File: config.mk
export PLATFORM = sky130hd
export DESIGN_NAME = grayscale_stream
export DESIGN_NICKNAME = d
export VERILOG_FILES = /design/src/rtl/grayscale_pkg.sv /design/src/rtl/grayscale_pixel.sv /design/src/rtl/grayscale_stream.sv
export SDC_FILE = /design/constraint.sdc
export NUM_CORES = 1
export LEC_CHECK = 0
export ABC_AREA = 1
export BUFFER_PORTS_ARGS = -buffer_cell sky130_fd_sc_hd__buf_2
export CAP_MARGIN = 25
export CORE_UTILIZATION = 42
export DETAILED_ROUTE_END_ITERATION = 8
export GPL_TIMING_DRIVEN = 0
export PLACE_DENSITY = 0.67
export SYNTH_ARGS = -nofsm -noshare
export SYNTH_HDL_FRONTEND = slang
export SYNTH_SLANG_ARGS = --single-unit
File: constraint.sdc
create_clock -name clock -period 3.5 [get_ports clock]
set_input_delay 0.35 -clock clock [delete_from_list [all_inputs] [get_ports clock]]
set_output_delay 0.35 -clock clock [all_outputs]
set_load 0.02 [all_outputs]
File: src/rtl/grayscale_pkg.sv
// Shared definitions for the grayscale stream converter: mode encodings,
// luma weights and the packed-pixel offset helper.
package grayscale_pkg;

    typedef enum logic [1:0] {
        MODE_PASS   = 2'd0,
        MODE_AVG    = 2'd1,
        MODE_LUMA   = 2'd2,
        MODE_THRESH = 2'd3
    } mode_e;

    localparam int LUMA_WR    = 77;
    localparam int LUMA_WG    = 150;
    localparam int LUMA_WB    = 29;
    localparam int LUMA_SHIFT = 8;

    // LSB position of pixel p in a packed word of w-bit channels.
    function automatic int pixel_lsb(input int p, input int w);
        return p * 3 * w;
    endfunction

endpackage

File: src/rtl/grayscale_pixel.sv
// Per-pixel two-stage arithmetic: stage 1 registers channel sum and luma
// products, stage 2 selects and registers the converted pixel.
module grayscale_pixel
    import grayscale_pkg::*;
#(
    parameter int CHANNEL_WIDTH = 8
) (
    input  logic                       clock,
    input  logic                       reset,
    input  logic                       ld1_i,
    input  logic                       ld2_i,
    input  logic [3*CHANNEL_WIDTH-1:0] pix_i,
    input  mode_e                      mode_p1_i,
`ifdef GRAYSCALE_THRESHOLD_EN
    input  logic [CHANNEL_WIDTH-1:0]   thr_p1_i,
`endif
    output logic [3*CHANNEL_WIDTH-1:0] y_p2_o
);

    localparam int W  = CHANNEL_WIDTH;
    localparam int SW = W + 2;
    localparam int LW = W + 8;

    logic [W-1:0]    r, g, b;
    logic [SW-1:0]   sum_d, sum_p1_q;
    logic [LW-1:0]   luma_d, luma_p1_q;
    logic [3*W-1:0]  pix_p1_q;
    logic [W-1:0]    avg_w, luma_w;
    logic [3*W-1:0]  y_d, y_p2_q;

    assign r = pix_i[3*W-1:2*W];
    assign g = pix_i[2*W-1:W];
    assign b = pix_i[W-1:0];

    assign sum_d  = SW'(r) + SW'(g) + SW'(b);
    assign luma_d = LW'(LUMA_WR) * LW'(r) + LW'(LUMA_WG) * LW'(g) + LW'(LUMA_WB) * LW'(b);

    // Stage 1: raw pixel, channel sum and weighted luma sum
    always_ff @(posedge clock) begin
        if (ld1_i) begin
            pix_p1_q  <= pix_i;
            sum_p1_q  <= sum_d;
            luma_p1_q <= luma_d;
        end
    end

    // Weights total 256, so the shifted luma always fits in W bits.
    assign avg_w  = W'(sum_p1_q / SW'(3));
    assign luma_w = W'(luma_p1_q >> LUMA_SHIFT);

    always_comb begin
        y_d = pix_p1_q;
        case (mode_p1_i)
            MODE_AVG:    y_d = {3{avg_w}};
            MODE_LUMA:   y_d = {3{luma_w}};
`ifdef GRAYSCALE_THRESHOLD_EN
            MODE_THRESH: y_d = (luma_w >= thr_p1_i) ? '1 : '0;
`endif
            default:     y_d = pix_p1_q;
        endcase
    end

    // Stage 2: converted pixel, cleared by reset so the output word reads zero
    always_ff @(posedge clock or negedge reset) begin
        if (!reset) begin
            y_p2_q <= '0;
        end else if (ld2_i) begin
            y_p2_q <= y_d;
        end
    end

    assign y_p2_o = y_p2_q;

endmodule

File: src/rtl/grayscale_stream.sv
// FIFO-to-FIFO grayscale converter with a 2-stage backpressured pipeline.
// Define GRAYSCALE_THRESHOLD_EN to enable mode 3 threshold; otherwise it is passthrough.
module grayscale_stream
    import grayscale_pkg::*;
#(
    parameter int CHANNEL_WIDTH   = 8,
    parameter int PIXELS          = 1,
    parameter int FIFO_DATA_WIDTH = 32
) (
    input  logic                       clock,
    input  logic                       reset,
    input  logic [1:0]                 mode,
    input  logic [CHANNEL_WIDTH-1:0]   threshold,
    output logic                       fifo_in_rd_en,
    input  logic [FIFO_DATA_WIDTH-1:0] fifo_in_dout,
    input  logic                       fifo_in_empty,
    output logic                       fifo_out_wr_en,
    output logic [FIFO_DATA_WIDTH-1:0] fifo_out_din,
    input  logic                       fifo_out_full,
    output logic [31:0]                word_count
);

    localparam int PW = PIXELS * 3 * CHANNEL_WIDTH;

    logic        v1_q, v1_d, v2_q, v2_d;
    logic        adv1, adv2, ld2;
    logic [31:0] word_count_q, word_count_d;
    mode_e       mode_p1_q;
    logic [PW-1:0] gray_word;

    assign adv2           = !v2_q || !fifo_out_full;
    assign adv1           = !v1_q || adv2;
    assign fifo_in_rd_en  = !fifo_in_empty && adv1;
    assign fifo_out_wr_en = v2_q && !fifo_out_full;
    assign ld2            = adv2 && v1_q;

    assign v1_d         = adv1 ? fifo_in_rd_en : v1_q;
    assign v2_d         = adv2 ? v1_q : v2_q;
    assign word_count_d = word_count_q + 32'(fifo_out_wr_en);

    always_ff @(posedge clock or negedge reset) begin
        if (!reset) begin
            v1_q         <= 1'b0;
            v2_q         <= 1'b0;
            word_count_q <= '0;
        end else begin
            v1_q         <= v1_d;
            v2_q         <= v2_d;
            word_count_q <= word_count_d;
        end
    end

    // Stage 1 side-band: mode (and threshold) follow their word down the pipe
    always_ff @(posedge clock) begin
        if (fifo_in_rd_en) begin
            mode_p1_q <= mode_e'(mode);
        end
    end

`ifdef GRAYSCALE_THRESHOLD_EN
    logic [CHANNEL_WIDTH-1:0] thr_p1_q;

    always_ff @(posedge clock) begin
        if (fifo_in_rd_en) begin
            thr_p1_q <= threshold;
        end
    end
`else
    logic unused_thr;
    assign unused_thr = ^threshold;
`endif

    for (genvar p = 0; p < PIXELS; p++) begin : g_pix
        grayscale_pixel #(
            .CHANNEL_WIDTH(CHANNEL_WIDTH)
        ) u_pix (
            .clock     (clock),
            .reset     (reset),
            .ld1_i     (fifo_in_rd_en),
            .ld2_i     (ld2),
            .pix_i     (fifo_in_dout[pixel_lsb(p, CHANNEL_WIDTH) +: 3*CHANNEL_WIDTH]),
            .mode_p1_i (mode_p1_q),
`ifdef GRAYSCALE_THRESHOLD_EN
            .thr_p1_i  (thr_p1_q),
`endif
            .y_p2_o    (gray_word[pixel_lsb(p, CHANNEL_WIDTH) +: 3*CHANNEL_WIDTH])
        );
    end

    if (FIFO_DATA_WIDTH > PW) begin : g_pad
        logic unused_dout_hi;
        assign unused_dout_hi = ^fifo_in_dout[FIFO_DATA_WIDTH-1:PW];
    end

    assign fifo_out_din = FIFO_DATA_WIDTH'(gray_word);
    assign word_count   = word_count_q;

endmodule
-- Yosys cells after proc, flatten, opt, wreduce, memory -nomap -nowiden
Cells that the tools add are included.
W data, S select, Z words.
- bits in read-only memories: 0
- register bits after elaboration: 110
- output and inout bits: 66
- logic and storage cells: 29
- memory bits (writable): 0
- input bits: 46
- bits in latches: 0
- memories: 0
- divide/modulo/power cells: 1
- reduce and logical (&&, ||, !) cells: 9
- bitwise operators: 0
- $mul: 3
- equality and inequality tests: 2
- muxes and demuxes: 1
- shift-type cells: 0
- add/subtract/negate cells: 5
- order comparisons: 0
- operators by type and width (cell ; count):
    $pmux W24 S2 ; 1
    $add A32 B1 Y32 ; 1
    $mul A7 B8 Y15 const A ; 2
    $add A15 B16 Y16 ; 1
    $add A16 B13 Y16 ; 1
    $mul A5 B8 Y13 const A ; 1
    $add A10 B8 Y10 ; 1
    $div A10 B2 Y10 const B ; 1
    $add A8 B8 Y9 ; 1
    $logic_not A1 Y1 ; 4
    $logic_and A1 B1 Y1 ; 3
    $eq A2 B1 Y1 const B ; 1
    $eq A2 B2 Y1 const B ; 1
    $logic_or A1 B1 Y1 ; 2

-- Depth between registers and ports, before layout
Gate-level depths: netlist of the first run.
- word-level depth: 4
- depth in mapped cells: 30
- gate-level depth less buffers: 30

-- Cells and area by module
Synthesis of the first run repeated with hierarchy kept, for this count alone.
- cell total of the unflattened synthesis: 871
- area total of the unflattened synthesis: 8324.2 um2
- by module, submodules not included (module ; area an instance (um2) ; seq. area each (um2) ; cells an instance ; times used):
    grayscale_pixel ; 6256.0 ; 1861.8 ; 622 ; 1
    grayscale_stream ; 2068.2 ; 910.9 ; 249 ; 1

-- Worst setup path after synthesis of the first run
No wires, ideal clock.
- path type: input -> register
- from: input fifo_in_dout[12]
- to: register g_pix[0].u_pix.luma_p1_q[15] (data pin)
- buffers on the path: 0
- data required time: 3.240 ns
- path slack: -2.796 ns
- library setup time: 0.260 ns
- arrival: 6.035 ns
- stages on the path: 25
- cell sequence: ha_1 ha_1 inv_1 fa_1 fa_1 inv_1 ha_1 xor2_1 fa_1 inv_1 fa_1 fa_1 inv_1 fa_1 ha_1 a21oi_1 o21bai_1 a21oi_1 o21ai_0 a21oi_1 inv_1 a21oi_1 nor2_1 nor2_1 xor2_1
- longest elaborated chain between the ends: 3
- RTL lines (item ; line ; source):
    from (decl) ; grayscale_stream.sv:15 ; input logic [FIFO_DATA_WIDTH-1:0] fifo_in_dout,
    $mul A7 B8 Y15 ; grayscale_pixel.sv:36 ; assign luma_d = LW'(LUMA_WR) * LW'(r) + LW'(LUMA_WG) * LW'(g) + LW'(LUMA_WB) * LW'(b);
    $add A15 B16 Y16 ; grayscale_pixel.sv:36 ;
    $add A16 B13 Y16 ; grayscale_pixel.sv:36 ;
    via g_pix[0].u_pix.luma_d[15] ; grayscale_pixel.sv:26 ; logic [LW-1:0] luma_d, luma_p1_q;
    to (signal assigned) ; grayscale_pixel.sv:43 ; luma_p1_q <= luma_d;
    to (decl) ; grayscale_pixel.sv:26 ;
The timed path passes the listed nets, and every way through them passes these cells.
A chain may end at the register's enable or synchronous reset.

-- Worst setup path in the final report of the first run
- from: input fifo_in_dout[14]
- to: register g_pix[0].u_pix.luma_p1_q[15] (data pin)
Same word-level chain as after synthesis.

==> results of run 1 <==
-- cells in the mapped netlist, types with 5 or more instances --
master | n | area (sq um)
edfxtp_1 | 44 | 1321
nand3_1 | 21 | 105.1
nand4_1 | 6 | 37.54
buf_4 | 8 | 60.06
clkbuf_1 | 8 | 30.03
xor2_1 | 45 | 394.1
a22o_1 | 6 | 52.55
o21bai_1 | 5 | 37.54
xnor2_1 | 16 | 140.1
a21oi_1 | 74 | 370.4
nand2_1 | 75 | 281.5
o21ai_0 | 6 | 30.03
dfrtp_1 | 58 | 1451
nor2_1 | 48 | 180.2
nand2_2 | 6 | 37.54
ha_1 | 105 | 1314
nand3_2 | 10 | 100.1
fa_1 | 57 | 1141
inv_1 | 162 | 608.1
-- per-layer routing --
layer / wire length, um / vias up / global-route usage, %
li1: - / 2772 / -
met1: 7332 / 2685 / 22.62
met2: 7605 / 125 / 29.47
met3: 576 / 25 / 2.496
met4: 293 / 0 / 5.784
met5: 0 / - / 0
-- final cells by class --
class | instances | share of cell area [%]
clock buffers | 11 | 2.775
multi-input cells | 518 | 50.51
clock inverters | 5 | 0.3156
well taps | 234 | 3.077
inverters | 167 | 6.589
plain buffers | 17 | 0.9995
flip-flops and latches | 102 | 29.14
repair buffers | 104 | 6.589
-- kinds of logic after synthesis --
logic type               count (synthesis)  share of synthesized area (%)
buffers and inverters                  184                          9.027
AND/OR/NAND/NOR                        182                          11.37
adder cells (fa/ha/maj)                162                          30.69
AO/OA/AOI/OAI                          105                          7.510
flip-flops                             102                          34.67
XOR/XNOR                                61                          6.680
other                                    1                        0.04689
-- what timing repair did --
action,in CTS,in global routing
buffers inserted,10,7
setup endpoints to repair,8,10
hold buffers,0,0
pin swaps,22,20
resized for setup,30,11
-- through the flow --
step	cell area, sq um	power (mW)	hold WS (ns)	std cells	utilization (%)
global route	9514	9.784	0.05885	1158	50.86
floorplan	8154	5.270	0.05441	804	-
global placement	8882	6.182	0.4528	1125	47.48
CTS	9419	8.490	0.02862	1152	50.35
detailed placement	8902	6.334	0.3989	1126	47.59
finish	9514	8.936	0.01332	1158	50.86
-- sequential cells by signal (all words and copies together) (netlist names) --
register               cells
g_pix.u_pix.pix_p1_q      24
g_pix.u_pix.luma_p1_q      8
mode_p1_q                  2
g_pix.u_pix.sum_p1_q      10
g_pix.u_pix.y_p2_o        24
v1_q                       1
word_count                32
v2_q                       1
-- how the worst max path moves through the flow --
stage,start,to,slack (ns),cells after the start
after floorplan,fifo_in_dout[12],g_pix[0].u_pix.luma_p1_q[15],-2.50,25
after global placement,fifo_in_dout[9],g_pix[0].u_pix.luma_p1_q[15],-3.10,27
after detailed placement,fifo_in_dout[9],g_pix[0].u_pix.luma_p1_q[15],-3.16,27
after CTS,fifo_in_dout[14],g_pix[0].u_pix.luma_p1_q[15],-2.29,26
after global routing,fifo_in_dout[14],g_pix[0].u_pix.luma_p1_q[15],-2.46,26
final,fifo_in_dout[14],g_pix[0].u_pix.luma_p1_q[15],-2.29,26
-- power groups by stage --
| stage | registers (mW) | logic, mW | clock network (mW) |
|---|---|---|---|
| detailed placement | 1.86 | 4.47 | 0 |
| finish | 1.84 | 6.14 | 0.959 |
| floorplan | 1.98 | 3.29 | 0 |
| global placement | 1.86 | 4.33 | 0 |
| CTS | 1.84 | 5.67 | 0.985 |
| global route | 1.86 | 6.88 | 1.04 |
==> results.sh, run 1 <==
export IMPL_grt_pass1_vias=5652
export IMPL_fin_tns_setup_ns=-15.20
export IMPL_areaGrowthSynthToFinish_pct=18.96
export IMPL_grt_max_degree=46
export IMPL_drt_iter0_drc=207
export IMPL_rr_worst_depth=24
export IMPL_worst_slew_pin_transition_ns=0.8717
export IMPL_path_class="input port to flop"
export IMPL_power_density_nw_per_um2=939.2
export IMPL_yosys_warnings=0
export IMPL_final_cell_mix="155 x inv_1, 92 x ha_1, 82 x buf_2, 74 x nand2_1, 68 x a21oi_1"
export IMPL_worst_path_max_delay_cell="fa_1"
export IMPL_fillCellCount=1719
export IMPL_clock_fmax_mhz=172.7
export IMPL_internal_power_mw=5.177
export IMPL_skew_ns=0.008805
export IMPL_drive_above_1_share_pct=22.62
export IMPL_synth_edf_count=44
export IMPL_gr_total_overflow=0
export IMPL_clk_pin_slew_worst_paths_ns=0.07
export IMPL_clock_sinks=102
export IMPL_p_sw_mw=3.759
export IMPL_violations="setup timing"
export IMPL_cap_violations=0
export IMPL_nets=1127
export IMPL_crit_family="adder cells"
export IMPL_die_height_um=140.0
export IMPL_timing_final_ws_setup_ns=-2.289
export IMPL_crit_arrival_ns=5.88
export IMPL_rows=50
export IMPL_initial_core_util_pct=42.76
export IMPL_seq_power_share_pct=20.6
export IMPL_outcome="finished with violations"
export IMPL_port_buffers=87
export IMPL_wl_um=15810
export IMPL_timing_final_crit_share_pct=165.4
export IMPL_critPathMostFrequentCell="fa_1"
export IMPL_hold_viol=0
export IMPL_p_leak_nw=4.862
export IMPL_maxSlewViolCount=0
export IMPL_place_ws_ns=-3.160
export IMPL_antenna_left=0
export IMPL_antennaDiodeCount=0
export IMPL_r2r_start="g_pix[0].u_pix.sum_p1_q[7]"
export IMPL_fin_crit_ns=5.789
export IMPL_relSlewSlack_pct=41.80
export IMPL_gp_congestion=0.7688
export IMPL_ys_ff_latch=102
export IMPL_viasPerCell=4.842
export IMPL_wl_per_cell_um=13.65
export IMPL_r2r_end="g_pix[0].u_pix.y_p2_o[8]"
export IMPL_tritoncts="yes"
export IMPL_cp_data_required_time_ns=3.59
export IMPL_cts_root_buffer="clkbuf_16"
export IMPL_ys_flop_type="dfrtp_1"
export IMPL_coreArea_sq_um=18710
export IMPL_async_flop_share_pct=56.86
export IMPL_worstSkewPairLatency_ns=0.35
export IMPL_hold_class="input port to async pin"
export IMPL_regArea_sq_um=2773
export IMPL_ys_seq_area_share_pct=34.67
export IMPL_antenna_found_initial=0
export IMPL_end_kind="flop"
export IMPL_power_frac_clock_pct=10.7
export IMPL_drcViolationCount=0
export IMPL_rsz0062_at_grt="true"
export IMPL_vias=5607
export IMPL_firstDrtPassIters=5
export IMPL_path_max_fanout=3
export IMPL_ir_worst_vdd_v=0.0006853
export IMPL_start_kind="input port"
export IMPL_dieArea_sq_um=19600
export IMPL_syn_avg_cell_area_sq_um=10.03
export IMPL_synth_cells=797
export IMPL_final_common_cell="inv_1"
export IMPL_cts_buffer_depth=2
export IMPL_die_w_um=140.0
export IMPL_grt_usage_pct=17.31
export IMPL_switching_share_pct=42.07
export IMPL_cts_buffers=9
export IMPL_rrSetupSlack_ns=0.38
export IMPL_p_comb_share_pct=68.7
export IMPL_grt_pass1_wl_um=26600
export IMPL_setup_viol=8
export IMPL_max_stage_delay_ns=0.53
export IMPL_multi_input_area_sq_um=4806
export IMPL_ctsHtreeMaxLevel=3
export IMPL_ioPinCount=112
export IMPL_synth_cell_type_count=38
export IMPL_critical_path_buf_inv_count=6
export IMPL_syn_area_sq_um=7998
export IMPL_hpwl_um=12800
Power figures use the tool's default switching activity.
==> inputs of run 2 (changes only) <==
--- a/config.mk
+++ b/config.mk
@@ -12,2 +12,3 @@
 export DETAILED_ROUTE_END_ITERATION = 8
+export GPL_ROUTABILITY_DRIVEN = 0
 export GPL_TIMING_DRIVEN = 0
@@ -17 +18,2 @@
 export SYNTH_SLANG_ARGS = --single-unit
+export TNS_END_PERCENT = 20
--- a/constraint.sdc
+++ b/constraint.sdc
@@ -3,2 +3,2 @@
 set_output_delay 0.35 -clock clock [all_outputs]
-set_load 0.02 [all_outputs]
+set_load 0.01 [all_outputs]
==> run 2 against run 1 <==
Compared with the run above:
- via count down 1.6%
- fmax down 0.49%
- critical path type unchanged
- sequential power about the same
- the run still ends with setup timing left
- highest routed layer is now met5
- combinational power down 6.0%
- worst hold slack better by 0.17 ns
- utilization up 0.51 points
==> results.sh, run 2 (synthesis gave the netlist of run 1 again) <==
export IMPL_path_class="input port to flop"
export IMPL_wl_per_cell_um=13.68
export IMPL_coreArea_sq_um=18710
export IMPL_fin_crit_ns=5.818
export IMPL_cap_violations=0
export IMPL_timing_final_ws_setup_ns=-2.318
export IMPL_ir_worst_vdd_v=0.0006665
export IMPL_drcViolationCount=0
export IMPL_port_buffers=87
export IMPL_rows=50
export IMPL_start_kind="input port"
export IMPL_fillCellCount=1706
export IMPL_largest_register_ff_count=32
export IMPL_die_w_um=140.0
export IMPL_rr_worst_depth=24
export IMPL_hold_depth=2
export IMPL_p_leak_nw=4.875
export IMPL_final_cell_mix="152 x inv_1, 89 x ha_1, 81 x buf_2, 73 x nand2_1, 68 x a21oi_1"
export IMPL_clk_pin_slew_worst_paths_ns=0.06
export IMPL_gr_total_overflow=0
export IMPL_grt_max_degree=46
export IMPL_antennaDiodeCount=0
export IMPL_worstSkewPairLatency_ns=0.34
export IMPL_hpwl_um=12660
export IMPL_timing_final_crit_share_pct=166.2
export IMPL_post_route_util_pct=51.37
export IMPL_antenna_left=0
export IMPL_areaGrowthSynthToFinish_pct=20.15
export IMPL_fin_total_pwr_mw=8.603
export IMPL_cts_buffers=9
export IMPL_rsz0062_at_grt="true"
export IMPL_hp_start="fifo_in_empty"
export IMPL_clock_fmax_mhz=171.9
export IMPL_rrSetupSlack_ns=0.34
export IMPL_end_kind="flop"
export IMPL_skew_ns=0.008769
export IMPL_viasPerCell=4.761
export IMPL_vias=5518
export IMPL_setup_viol=8
export IMPL_worst_slew_pin_transition_ns=0.8987
export IMPL_relSlewSlack_pct=40.00
export IMPL_r2r_end="g_pix[0].u_pix.y_p2_o[0]"
export IMPL_power_density_nw_per_um2=895.3
export IMPL_hold_class="input port to flop"
export IMPL_crit_start="fifo_in_dout[12]"
export IMPL_wl_um=15860
export IMPL_maxSlewViolCount=0
export IMPL_nets=1128
export IMPL_hold_path_end="v1_q"
export IMPL_crit_arrival_ns=5.91
export IMPL_initial_core_util_pct=42.76
export IMPL_hold_viol=0
export IMPL_cts_root_buffer="clkbuf_16"
export IMPL_path_max_fanout=4
export IMPL_final_common_cell="inv_1"
export IMPL_grt_pass1_vias=5294
export IMPL_outcome="finished with violations"
export IMPL_cts_buffer_depth=2
export IMPL_die_height_um=140.0
export IMPL_drt_iter0_drc=221
export IMPL_clock_sinks=102
export IMPL_tritoncts="yes"
export IMPL_firstDrtPassIters=4
export IMPL_ioPinCount=112
export IMPL_violations="setup timing"
export IMPL_grt_usage_pct=16.80
export IMPL_grt_pass1_wl_um=25900
export IMPL_dieArea_sq_um=19600
export IMPL_drive_above_1_share_pct=23.57
export IMPL_antenna_found_initial=1
export IMPL_ctsHtreeMaxLevel=3
export IMPL_r2r_start="g_pix[0].u_pix.sum_p1_q[7]"
export IMPL_cp_data_required_time_ns=3.59
run 2: cell types whose count changed in the layout (fill, tap and decap cells not counted), sizes merged:
| cell | before | now |
|---|---|---|
| dlygate4sd3 | 0 | 1 |
| clkbuf | 19 | 20 |
| inv | 167 | 166 |
run 2: how the worst max path moves through the flow:
stage	end	slack, ns	cells past startpoint
2_1_floorplan	g_pix[0].u_pix.luma_p1_q[15]	-2.51	25
3_5_place_dp	g_pix[0].u_pix.luma_p1_q[15]	-3.17	27
3_3_place_gp	g_pix[0].u_pix.luma_p1_q[15]	-3.11	27
5_1_grt	g_pix[0].u_pix.luma_p1_q[15]	-2.56	28
6_report	g_pix[0].u_pix.luma_p1_q[15]	-2.32	28
4_1_cts	g_pix[0].u_pix.luma_p1_q[15]	-2.37	26
run 2: final cells by class:
cell class | count | area (sq um) | share of cell area [%]
clock inverter | 4 | 27.53 | 0.2865
buffer | 17 | 95.09 | 0.9896
timing repair buffer | 105 | 671.9 | 6.992
inverter | 167 | 629.4 | 6.549
sequential | 102 | 2773 | 28.85
multi-input combinational | 518 | 4842 | 50.39
clock buffer | 12 | 277.8 | 2.891
tap | 234 | 292.8 | 3.047
run 2: through the flow:
stage	TNS [ns]	cells	cell area, sq um	hold slack, ns	setup WS [ns]
2_1_floorplan	-15.21	804	8154	0.05441	-2.505
3_3_place_gp	-19.39	1125	8882	0.4531	-3.114
3_5_place_dp	-19.62	1126	8902	0.3156	-3.173
4_1_cts	-15.30	1153	9409	0.1701	-2.374
5_1_grt	-15.91	1159	9609	0.1710	-2.563
6_report	-14.70	1159	9609	0.1796	-2.318
run 2: routing by layer:
metal	track usage [%]	vias up	routed length, um
met5	0	-	10
met1	22.75	2620	7485
met4	2.545	2	118
met2	28.95	111	7733
li1	-	2768	-
met3	2.564	17	508
run 2: power by group:
group / switching [mW] / total (mW) / internal [mW] / leakage (nW)
clock network: 0.425 / 0.989 / 0.564 / 0.154
logic: 3.03 / 5.77 / 2.74 / 3.61
registers: 0.133 / 1.84 / 1.71 / 1.11
run 2: worst max-delay path, stage by stage:
cell and delay (ns):
buf_12 0.11, ha_4 0.24, ha_4 0.25, inv_2 0.03, fa_1 0.49, inv_2 0.05
ha_4 0.26, buf_6 0.12, a21oi_4 0.16, o21bai_4 0.10, xor2_2 0.18, fa_1 0.53
inv_1 0.05, fa_1 0.45, fa_1 0.53, inv_2 0.04, fa_1 0.52, ha_4 0.22
a21oi_4 0.15, o21bai_4 0.09, a21oi_2 0.18, o21ai_2 0.10, a21oi_2 0.19, inv_1 0.07
a21oi_2 0.15, nor2_1 0.06, nor2_1 0.13, xor2_1 0.09
run 2: timing repair:
item | 4_1_cts | 5_1_grt
hold buffers | 1 | 0
gates resized for setup | 26 | 35
pin swaps | 24 | 37
setup endpoints to repair | 8 | 10
setup buffers | 10 | 6
endpoints found under the hold margin | 18 | 0
==> inputs of run 3 (changes only) <==
CORE_ASPECT_RATIO = 1.5   (was unset)
==> run 3 against run 2 <==
Compared with the run above:
- the flow still finishes with violations (setup timing)
- clock skew down 0.0031 ns
- critical path depth is 2 lower
- register-to-register slack about the same
- flip-flop and latch count unchanged
- utilization grew 0.32 points
- power up 1.3%
- sequential share of layout area barely moved
- critical path type unchanged
- largest power group unchanged
==> results.sh, run 3 (synthesis gave the netlist of run 1 again) <==
export IMPL_clock_sinks=102
export IMPL_dieArea_sq_um=19610
export IMPL_antenna_found_initial=0
export IMPL_cp_data_required_time_ns=3.60
export IMPL_path_max_fanout=3
export IMPL_coreArea_sq_um=18620
export IMPL_rrSetupSlack_ns=0.35
export IMPL_clock_fmax_mhz=173.9
export IMPL_hold_buffers=0
export IMPL_gr_total_overflow=0
export IMPL_ioPinCount=112
export IMPL_fin_crit_ns=5.750
export IMPL_wl_um=16190
export IMPL_vias=5564
export IMPL_drive_above_1_share_pct=22.98
export IMPL_die_height_um=171.0
export IMPL_rsz0062_at_grt="true"
export IMPL_worstSkewPairLatency_ns=0.35
export IMPL_r2r_start="g_pix[0].u_pix.sum_p1_q[7]"
export IMPL_final_common_cell="inv_1"
export IMPL_violations="setup timing"
export IMPL_p_leak_nw=4.894
export IMPL_cts_buffers=9
export IMPL_start_kind="input port"
export IMPL_outcome="finished with violations"
export IMPL_die_w_um=114.7
export IMPL_place_area_sq_um=8925
export IMPL_path_class="input port to flop"
export IMPL_nets=1130
export IMPL_initial_core_util_pct=42.95
export IMPL_fin_tns_setup_ns=-14.80
export IMPL_clk_pin_slew_worst_paths_ns=0.07
export IMPL_hold_viol=0
export IMPL_grt_max_degree=46
export IMPL_relSlewSlack_pct=39.37
export IMPL_cts_buffer_depth=2
export IMPL_setup_viol=8
export IMPL_grt_pass1_vias=5801
export IMPL_power_density_nw_per_um2=905.0
export IMPL_rr_worst_depth=24
export IMPL_cap_violations=0
export IMPL_antenna_left=0
export IMPL_wl_per_cell_um=13.73
export IMPL_firstDrtPassIters=4
export IMPL_rows=61
export IMPL_final_cell_mix="155 x inv_1, 91 x ha_1, 81 x buf_2, 73 x nand2_1, 68 x a21oi_1"
export IMPL_maxSlewViolCount=0
export IMPL_viasPerCell=4.719
export IMPL_grt_pass1_wl_um=27040
export IMPL_skew_ns=0.005705
export IMPL_ir_worst_vdd_v=0.0005747
export IMPL_antennaDiodeCount=0
export IMPL_worst_slew_pin_transition_ns=0.9081
export IMPL_r2r_end="g_pix[0].u_pix.y_p2_o[8]"
export IMPL_crit_arrival_ns=5.85
export IMPL_grt_usage_pct=17.80
export IMPL_timing_final_ws_setup_ns=-2.250
export IMPL_drcViolationCount=0
export IMPL_end_kind="flop"
export IMPL_port_buffers=87
export IMPL_largest_register_ff_count=32
export IMPL_ctsHtreeMaxLevel=3
export IMPL_cts_root_buffer="clkbuf_16"
export IMPL_hold_class="input port to async pin"
export IMPL_areaGrowthSynthToFinish_pct=20.35
export IMPL_timing_final_crit_share_pct=164.3
export IMPL_hpwl_um=13100
export IMPL_drt_iter0_drc=197
export IMPL_tritoncts="yes"
export IMPL_post_route_cell_area_sq_um=9625
-- run 3: worst max path at each step --
stage,endpoint,depth (start not counted),from,slack (ns)
2_1_floorplan,g_pix[0].u_pix.luma_p1_q[15],25,fifo_in_dout[12],-2.51
3_3_place_gp,g_pix[0].u_pix.luma_p1_q[15],27,fifo_in_dout[9],-3.14
3_5_place_dp,g_pix[0].u_pix.luma_p1_q[15],27,fifo_in_dout[9],-3.22
4_1_cts,g_pix[0].u_pix.luma_p1_q[15],26,fifo_in_dout[14],-2.32
5_1_grt,g_pix[0].u_pix.luma_p1_q[15],31,fifo_in_dout[10],-2.52
6_report,g_pix[0].u_pix.luma_p1_q[15],26,fifo_in_dout[14],-2.25
-- run 3: cell type report --
type	count	area (sq um)
fill	1695	8997
multi-input combinational	518	4815
sequential	102	2773
timing repair buffer	107	655.6
inverter	167	629.4
tap	252	315.3
clock buffer	12	267.8
buffer	17	95.09
clock inverter	4	75.07
-- run 3: where the power goes --
part / internal, mW / switching, mW / total [mW]
combinational: 2.75 / 2.99 / 5.74
sequential: 1.71 / 0.131 / 1.84
clock: 0.692 / 0.442 / 1.13
-- run 3: per-stage QoR --
stage	utilization (%)	cells	worst slack, ns	hold WS [ns]	total power [mW]
after floorplan	-	804	-2.505	0.05441	5.182
after global routing	51.69	1179	-2.522	0.07911	9.594
after detailed placement	47.92	1144	-3.220	0.4274	6.205
after CTS	50.85	1172	-2.320	0.04774	8.376
final	51.69	1179	-2.250	0.03384	8.711
after global placement	47.82	1143	-3.142	0.4534	6.047
-- run 3: repair_timing --
| item | 4_1_cts | 5_1_grt |
|---|---|---|
| pin swaps | 24 | 27 |
| resized for setup | 26 | 21 |
| endpoints found under the setup margin | 8 | 10 |
| buffers inserted | 12 | 7 |
-- run 3: worst max-delay path: stages --
cell and delay, ns:
buf_12 0.10, ha_4 0.23, ha_4 0.26, inv_2 0.03
fa_1 0.45, fa_1 0.51, inv_2 0.05, ha_4 0.25
xor2_2 0.15, fa_1 0.52, inv_2 0.04, fa_1 0.45
fa_1 0.49, inv_1 0.05, fa_1 0.54, ha_4 0.23
a21oi_4 0.17, o21bai_4 0.09, a21oi_4 0.17, o21ai_2 0.09
a21oi_2 0.15, inv_1 0.06, a21oi_2 0.15, nor2_1 0.05
nor2_1 0.12, xor2_1 0.09
-- run 3: metal layers --
metal	routed length, um	up-vias	global-route usage (%)	part of all wire (%)
met2	8969	101	35.10	55
met3	539	20	3.011	3.3
met5	0	-	0	0
met4	218	0	4.404	1.3
li1	-	2779	-	-
met1	6461	2664	19.27	40
